--- config.mk ---
export PLATFORM = sky130hd
export DESIGN_NAME = button_event_decoder
export DESIGN_NICKNAME = d
export VERILOG_FILES = /design/src/rtl/button_event_decoder.sv
export SDC_FILE = /design/constraint.sdc
export NUM_CORES = 1
export LEC_CHECK = 0
export ABC_AREA = 1
export BUFFER_PORTS_ARGS = -buffer_cell sky130_fd_sc_hd__clkbuf_2
export CORE_MARGIN = 10
export CORE_UTILIZATION = 57
export CTS_BUF_LIST = sky130_fd_sc_hd__clkbuf_4 sky130_fd_sc_hd__clkbuf_8 sky130_fd_sc_hd__clkbuf_16
export CTS_CLUSTER_DIAMETER = 50
export CTS_CLUSTER_SIZE = 20
export DETAILED_ROUTE_END_ITERATION = 16
export PLACE_DENSITY = 0.77
export SLEW_MARGIN = 20
export SYNTH_ARGS = -nofsm -noshare
export SYNTH_HDL_FRONTEND = slang
export SYNTH_SLANG_ARGS = --single-unit
--- constraint.sdc ---
create_clock -name clk -period 1.7 [get_ports clk]
set_clock_uncertainty 0.05 [all_clocks]
set_input_delay 0.17 -clock clk [delete_from_list [all_inputs] [get_ports clk]]
set_output_delay 0.17 -clock clk [all_outputs]
set_load 0.05 [all_outputs]
--- src/rtl/button_event_decoder.sv ---
// Classifies the debounced button level into one-cycle UI event pulses (press/release, short, long,
// double click). Optional auto-repeat while held past a long press is enabled by BTN_AUTO_REPEAT_EN.
module button_event_decoder #(
    parameter int LONG_CNT   = 50,
    parameter int DCLICK_CNT = 20,
    parameter int REPEAT_CNT = 10,
    parameter int CNT_W      = 8
) (
    input  logic clk,
    input  logic reset,
    input  logic db_in,
    output logic press_pulse,
    output logic release_pulse,
    output logic short_press,
    output logic long_press,
    output logic double_click,
    output logic repeat_pulse,
    output logic held
);

    // state     | meaning
    // IDLE      | button released, no event pending
    // PRESSED   | first press, timing toward long press
    // LONG_HELD | long press reported, waiting for release (auto-repeat here)
    // WAIT_2ND  | short release seen, window open for a second press
    // PRESSED2  | second press of a double click, waiting for release
    typedef enum logic [2:0] {
        IDLE      = 3'd0,
        PRESSED   = 3'd1,
        LONG_HELD = 3'd2,
        WAIT_2ND  = 3'd3,
        PRESSED2  = 3'd4
    } state_t;

    localparam logic [CNT_W-1:0] LONG_LAST   = CNT_W'(LONG_CNT - 1);
    localparam logic [CNT_W-1:0] DCLICK_LAST = CNT_W'(DCLICK_CNT - 1);
    localparam logic [CNT_W-1:0] REPEAT_LAST = CNT_W'(REPEAT_CNT - 1);

    if (LONG_CNT < 2 || DCLICK_CNT < 2 || REPEAT_CNT < 2) begin : g_bad_param
        $error("button_event_decoder: timing parameters must be >= 2");
    end

    state_t           state, state_n;
    logic [CNT_W-1:0] cnt, cnt_n;
    logic             db_q;
    logic             short_n, long_n, dclick_n, repeat_n, held_n;

    always_ff @(posedge clk or posedge reset) begin
        if (reset) begin
            state         <= IDLE;
            cnt           <= '0;
            db_q          <= 1'b0;
            press_pulse   <= 1'b0;
            release_pulse <= 1'b0;
            short_press   <= 1'b0;
            long_press    <= 1'b0;
            double_click  <= 1'b0;
            repeat_pulse  <= 1'b0;
            held          <= 1'b0;
        end else begin
            state         <= state_n;
            cnt           <= cnt_n;
            db_q          <= db_in;
            press_pulse   <= db_in & ~db_q;
            release_pulse <= ~db_in & db_q;
            short_press   <= short_n;
            long_press    <= long_n;
            double_click  <= dclick_n;
            repeat_pulse  <= repeat_n;
            held          <= held_n;
        end
    end

    always_comb begin
        state_n  = state;
        cnt_n    = cnt;
        short_n  = 1'b0;
        long_n   = 1'b0;
        dclick_n = 1'b0;
        repeat_n = 1'b0;
        case (state)
            IDLE: begin
                if (db_in) begin
                    state_n = PRESSED;
                    cnt_n   = '0;
                end
            end
            PRESSED: begin
                // release is checked first so a release on the long-press edge is still short
                if (!db_in) begin
                    state_n = WAIT_2ND;
                    cnt_n   = '0;
                end else if (cnt == LONG_LAST) begin
                    long_n  = 1'b1;
                    state_n = LONG_HELD;
                    cnt_n   = '0;
                end else begin
                    cnt_n = cnt + 1'b1;
                end
            end
            LONG_HELD: begin
                if (!db_in) begin
                    state_n = IDLE;
                    cnt_n   = '0;
                end else begin
`ifdef BTN_AUTO_REPEAT_EN
                    if (cnt == REPEAT_LAST) begin
                        repeat_n = 1'b1;
                        cnt_n    = '0;
                    end else begin
                        cnt_n = cnt + 1'b1;
                    end
`else
                    cnt_n = (cnt == REPEAT_LAST) ? cnt : '0;
`endif
                end
            end
            WAIT_2ND: begin
                if (db_in) begin
                    dclick_n = 1'b1;
                    state_n  = PRESSED2;
                    cnt_n    = '0;
                end else if (cnt == DCLICK_LAST) begin
                    short_n = 1'b1;
                    state_n = IDLE;
                    cnt_n   = '0;
                end else begin
                    cnt_n = cnt + 1'b1;
                end
            end
            PRESSED2: begin
                if (!db_in) begin
                    state_n = IDLE;
                    cnt_n   = '0;
                end
            end
            default: begin
                state_n = IDLE;
                cnt_n   = '0;
            end
        endcase
        held_n = (state_n == PRESSED) || (state_n == LONG_HELD) || (state_n == PRESSED2);
    end

endmodule
==> results of run 1 <==
## power by group
group | internal, W | switching, W | total (W)
Combinational | 0.000182 | 0.000394 | 0.000577
Clock | 0.000131 | 0.000142 | 0.000273
Sequential | 0.000493 | 0.0000708 | 0.000564
## cells in the mapped netlist (all sizes together)
| library cell | number | share of area, % |
|---|---|---|
| inv | 14 | 4.8 |
| dfrtp | 18 | 42 |
| buf | 4 | 2.1 |
| a21o | 1 | 0.69 |
| o21ai | 4 | 1.8 |
| o21bai | 1 | 0.69 |
| xor2 | 4 | 3.2 |
| nand3 | 20 | 9.7 |
| nor3 | 3 | 3.3 |
| nand2 | 29 | 12 |
| ha | 2 | 2.3 |
| a21oi | 3 | 1.4 |
| nand4 | 8 | 4.6 |
| nor2 | 26 | 11 |
| conb | 1 | 0.35 |
| clkbuf | 1 | 0.35 |
## cell families (layout without fill, tap and decap cells)
family          Yosys count  count (layout)
compound gates            9               9
xor+xnor                  4               4
fa+ha+maj                 2               2
buf+inv                  19              29
flops                    18              18
other cells               1               1
simple gates             86              86
## sequential cells by signal, indices dropped and copies added (netlist names)
| register | cells |
|---|---|
| cnt | 8 |
| state | 3 |
| db_q | 1 |
| double_click | 1 |
| held | 1 |
| long_press | 1 |
| press_pulse | 1 |
| release_pulse | 1 |
| short_press | 1 |
## cell usage in the layout, fill, tap and decap left out
cell type / n
nand2_1: 23
ha_1: 1
nor2_2: 3
nor2_4: 2
dfrtp_1: 18
nor2_1: 21
xor2_1: 4
nand4_1: 8
conb_1: 1
o21ai_1: 4
nand2_4: 1
a21o_1: 1
nand3_1: 19
inv_1: 11
o21bai_1: 1
dlygate4sd3_1: 1
nor3_2: 2
ha_2: 1
clkbuf_8: 1
a21oi_1: 3
nand3_2: 1
inv_2: 3
nor3_4: 1
nand2_2: 5
buf_4: 2
clkbuf_4: 3
clkbuf_2: 8
## metal layers
metal,GRT usage [%],wire length [um]
met1,14.6,987
met2,17.8,988
met3,4.24,219
met4,6.56,71
met5,0,0
## what timing repair did
item                                    4_1_cts  5_1_grt
buffers inserted                              0        1
endpoints found under the setup margin        0        1
hold buffers                                  1        0
resized for setup                             0        1
endpoints found under the hold margin        18        0
## metrics by stage
| step | utilization, % | instances | area, um^2 |
|---|---|---|---|
| global placement | 64.4 | 168 | 1140 |
| global route | 67.6 | 174 | 1190 |
| detailed placement | 64.4 | 168 | 1140 |
| finish | 67.6 | 174 | 1190 |
| CTS | 67.0 | 173 | 1180 |
| floorplan | - | 139 | 1080 |
## worst max-delay path by stage
stage | start | to | cells after the start
finish | cnt[1] | held | 9
global route | cnt[0] | held | 9
CTS | cnt[1] | held | 9
detailed placement | cnt[1] | held | 9
global placement | cnt[1] | held | 9
floorplan | cnt[1] | held | 9
## final cells by class
type	instances	area (um^2)	area share, %
Tap cell	25	31.3	2.62
Sequential cell	18	450	37.8
Clock buffer	4	36.3	3.04
Inverter	14	52.6	4.41
Timing Repair Buffer	11	65.1	5.46
Multi-Input combinational cell	102	557	46.7
## critical path: stages (launching register included)
cell,delay (ns)
dfrtp_1,0.43
inv_1,0.07
ha_1,0.17
nand3_1,0.13
nor2_4,0.19
nand2_1,0.09
nand2_1,0.07
nand3_1,0.10
nand2_1,0.10
nand3_2,0.05
==> impl_metrics.tcl, run 1 <==
set metrics [dict create \
    synth_nets 144 \
    fp.dieH_um 63.6 \
    rows 15 \
    worstPathRequired_ns 1.85 \
    period_minus_slack_ns 1.56 \
    synthAdderAreaFrac_pct 2.31 \
    ios 10 \
    dr.pass1.iters 5 \
    power.total_w 0.00141 \
    vias 948 \
    max_freq_mhz 641 \
    p_leak_nw 0.615 \
    report.final.setup_viol 0 \
    synth_area_mm2 0.00108 \
    critPathKind "flip-flop to flip-flop" \
    synth_seq_cells 18 \
    core-area_mm2 0.00176 \
    synthDistinctLibCells 24 \
    dieArea_mm2 0.00404 \
    tns_ns 0 \
    cp-start-kind "flip-flop" \
    via_per_inst 5.45 \
    drv_cap 0 \
    tightestPinTransition_ns 0.653 \
    synthToLayoutAreaGrowth_pct 10.0 \
    setup_slack_ns 0.140 \
    run_status "finished clean" \
    synth_area_per_cell_um2 7.80 \
    totalWireLength_mm 2.27 \
    hp-class "input port to flip-flop" \
    post_drt_wl_per_cell_um 13.0 \
    ir_drop_v 0.00106 \
    worstSkewPairLatency_ns 0.31 \
    drtIter0Drc 55 \
    finalHoldViolCount 0 \
    antenna_cells 0 \
    ys_seq_area_share_pct 41.6 \
    arrival_ns 1.71 \
    cp-end-kind "flip-flop" \
    reg2reg_to "held" \
    hold_end "db_q" \
    drc 0 \
    grt.total_usage_pct 12.0 \
    drive_gt1_share_pct 22.1 \
    fin_nets 155 \
    synth_top_family_by_area "simple AND/OR/NAND/NOR gates" \
    ff2ff_path_depth 9 \
    die_x_um 63.6 \
    holdWs_ns 0.141 \
    synth_xor_area_share_pct 3.23 \
    port-buffer-count 8 \
    hpwl_mm 1.66 \
    gp_congestion 0.887 \
    crit_fanout 6 \
    clk_pin_slew_ns 0.11 \
    cts.sinks 18 \
    hold_depth 1 \
    synthCells 139 \
    final_max_slew_viol_count 0 \
    relSlewSlack_pct 56.4 \
    fin_crit_sh_pct 91.8 \
    fillers 145 \
    rsz0062_at_grt "no" \
    clockBufferDepth 2 \
    r2r-start "cnt[1]" \
    synth_compound_area_share_pct 4.62 \
    initial_core_util_pct 61.4 \
    antenna_found_initial 0 \
    cts_tree "yes" \
    cts_buffers 3 \
    min_from "db_in" \
    yosys.area_share.simple_pct 40.6 \
    powerDensity_mw_per_mm2 1190 \
    r2r_slack_ns 0.14 \
    root_buffer "clkbuf_4" \
    dp_slack_ns 0.170 \
    synth.area.mux_share_pct 0 \
    yosysWarnings 0 \
    drtAntennaViolNets 0 \
    grt-ovfl-total 0 \
    grt_max_degree 19 \
    grt_first_pass_wirelength_mm 4.00 \
    cts_max_level 1 \
    grt_pass1_vias 886 \
]
Power figures use the tool's default switching activity.
==> inputs of run 2 (changes only) <==
- CORE_UTILIZATION: 57 -> 60
- PLACE_DENSITY: 0.77 -> 0.8
- clock period: 1.7 -> 2 ns (I/O delays scaled with it)
==> run 2 against run 1 <==
Net effect:
- sequential share of layout area rose by 0.56 points
- maximum frequency increased by 2.5%
- cell area decreased by 1.5%
- via count rose by 2.5%
- non-clock buffer count fell by 2
- count of clock-buffer cells in the layout stayed put
- critical path depth unchanged
- setup slack better by 0.34 ns
- final cell count down 1.1%
==> impl_metrics.tcl, run 2 (synthesis results as in run 1) <==
set metrics [dict create \
    run_status "finished clean" \
    hold_depth 1 \
    relSlewSlack_pct 54.6 \
    rows 15 \
    met3_length_um 222 \
    max_stage_delay_ns 0.42 \
    report.final.setup_viol 0 \
    wl_met1_um 958 \
    ios 10 \
    dr.pass1.iters 4 \
    drv_cap 0 \
    clk_pin_slew_ns 0.10 \
    grt_max_degree 19 \
    dp_slack_ns 0.503 \
    fillers 147 \
    layout_common_cells "nand2_1 (23), nor2_1 (21), nand3_1 (19), dfrtp_1 (18), inv_1 (11)" \
    tns_ns 0 \
    final_max_slew_viol_count 0 \
    period_minus_slack_ns 1.52 \
    ir_drop_v 0.000610 \
    grt_first_pass_wirelength_mm 3.91 \
    reg_top3 "cnt (8), state (3)" \
    arrival_ns 1.67 \
    p_leak_nw 0.606 \
    via_per_inst 5.65 \
    drtIter0Drc 49 \
    grt.total_usage_pct 12.1 \
    clockBufferDepth 2 \
    synthToLayoutAreaGrowth_pct 8.43 \
    worstSkewPairLatency_ns 0.30 \
    reg2reg_to "held" \
    setup_slack_ns 0.479 \
    power.total_w 0.00117 \
    drc 0 \
    crit_buf_inv 1 \
    seq_area_um2 450 \
    slowest_stage "dfrtp_1" \
    finalHoldViolCount 0 \
    powerDensity_mw_per_mm2 994 \
    tightestPinTransition_ns 0.681 \
    hpwl_mm 1.67 \
    cts_tree "yes" \
    post_drt_wl_per_cell_um 13.2 \
    drive_gt1_share_pct 20.4 \
    largest_reg_flops 8 \
    r2r_slack_ns 0.48 \
    multi_input_area_um2 554 \
    crit_fanout 6 \
    cpLargestDelayFamily "simple AND/OR/NAND/NOR gates" \
    cts_setup_buffers 0 \
    cts_max_level 1 \
    cp-end-kind "flip-flop" \
    final_core_util_pct 68.0 \
    fin_crit_sh_pct 76.1 \
    worst-path-stages 9 \
    core-area_mm2 0.00173 \
    max_freq_mhz 657 \
    fin_nets 153 \
    grt-ovfl-total 0 \
    largest-register "cnt" \
    drtAntennaViolNets 0 \
    final_common_cell "nand2_1" \
    min_from "db_in" \
    die_x_um 62.5 \
    r2r-start "cnt[1]" \
    rsz0062_at_grt "no" \
    cts_buffers 3 \
    worstPathRequired_ns 2.15 \
    port-buffer-count 8 \
    hp-class "input port to flip-flop" \
    ff2ff_path_depth 9 \
    dieArea_mm2 0.00391 \
    root_buffer "clkbuf_4" \
    wl_met2_mm 1.03 \
    gp_congestion 0.867 \
    cts.sinks 18 \
    grt_pass1_vias 874 \
    critPathKind "flip-flop to flip-flop" \
    cp-start-kind "flip-flop" \
    vias 972 \
    antenna_cells 0 \
    antenna_found_initial 0 \
    cpMostUsedCell "nand2_1" \
    initial_core_util_pct 62.8 \
    totalWireLength_mm 2.27 \
    cp_cell_sequence "inv_1 -> ha_1 -> nand3_1 -> nor2_4 -> nand2_1 -> nand2_1 -> nand3_1 -> nand2_1 -> nand3_2" \
    hold_end "db_q" \
    routed.top_layer "met4" \
    fp.dieH_um 62.5 \
]
## run 2: changes by cell type in the layout (fill, tap and decap cells not counted), sizes merged
cell and delta:
buf -2
## run 2: worst max-delay path by stage
stage                     startpoint  endpoint  slack (ns)
final                         cnt[1]      held        0.48
after global routing          cnt[1]      held        0.32
after CTS                     cnt[1]      held        0.48
after detailed placement      cnt[1]      held        0.50
after global placement        cnt[1]      held        0.52
after floorplan               cnt[1]      held        0.64
## run 2: cell type report
cell class              instances  share of cell area (%)
inverters                      14                    4.47
repair buffers                  9                    4.26
well taps                      25                    2.66
clock buffers                   4                    3.09
multi-input cells             102                    47.2
flip-flops and latches         18                    38.3
## run 2: where the power goes
part / switching, W / internal (W)
registers: 0.0000656 / 0.000419
logic: 0.000320 / 0.000131
clock network: 0.000119 / 0.000111
total: 0.000505 / 0.000662
## run 2: per-layer routing
metal  vias up  GRT usage [%]
met5         -              0
met1       444           14.8
met4         0           8.66
li1        470              -
met2        51           17.8
met3         7           3.05
## run 2: what timing repair did
item	in CTS	in global routing
endpoints found under the hold margin	18	0
hold buffers	1	0
setup endpoints to repair	0	0
resized for setup	0	0
## run 2: stage by stage
| step | cell area [um^2] | instances | hold slack (ns) |
|---|---|---|---|
| after floorplan | 1080 | 139 | 0.0886 |
| after global placement | 1130 | 167 | 0.255 |
| after detailed placement | 1130 | 167 | 0.266 |
| after CTS | 1170 | 172 | 0.147 |
| after global routing | 1170 | 172 | 0.146 |
| final | 1170 | 172 | 0.154 |
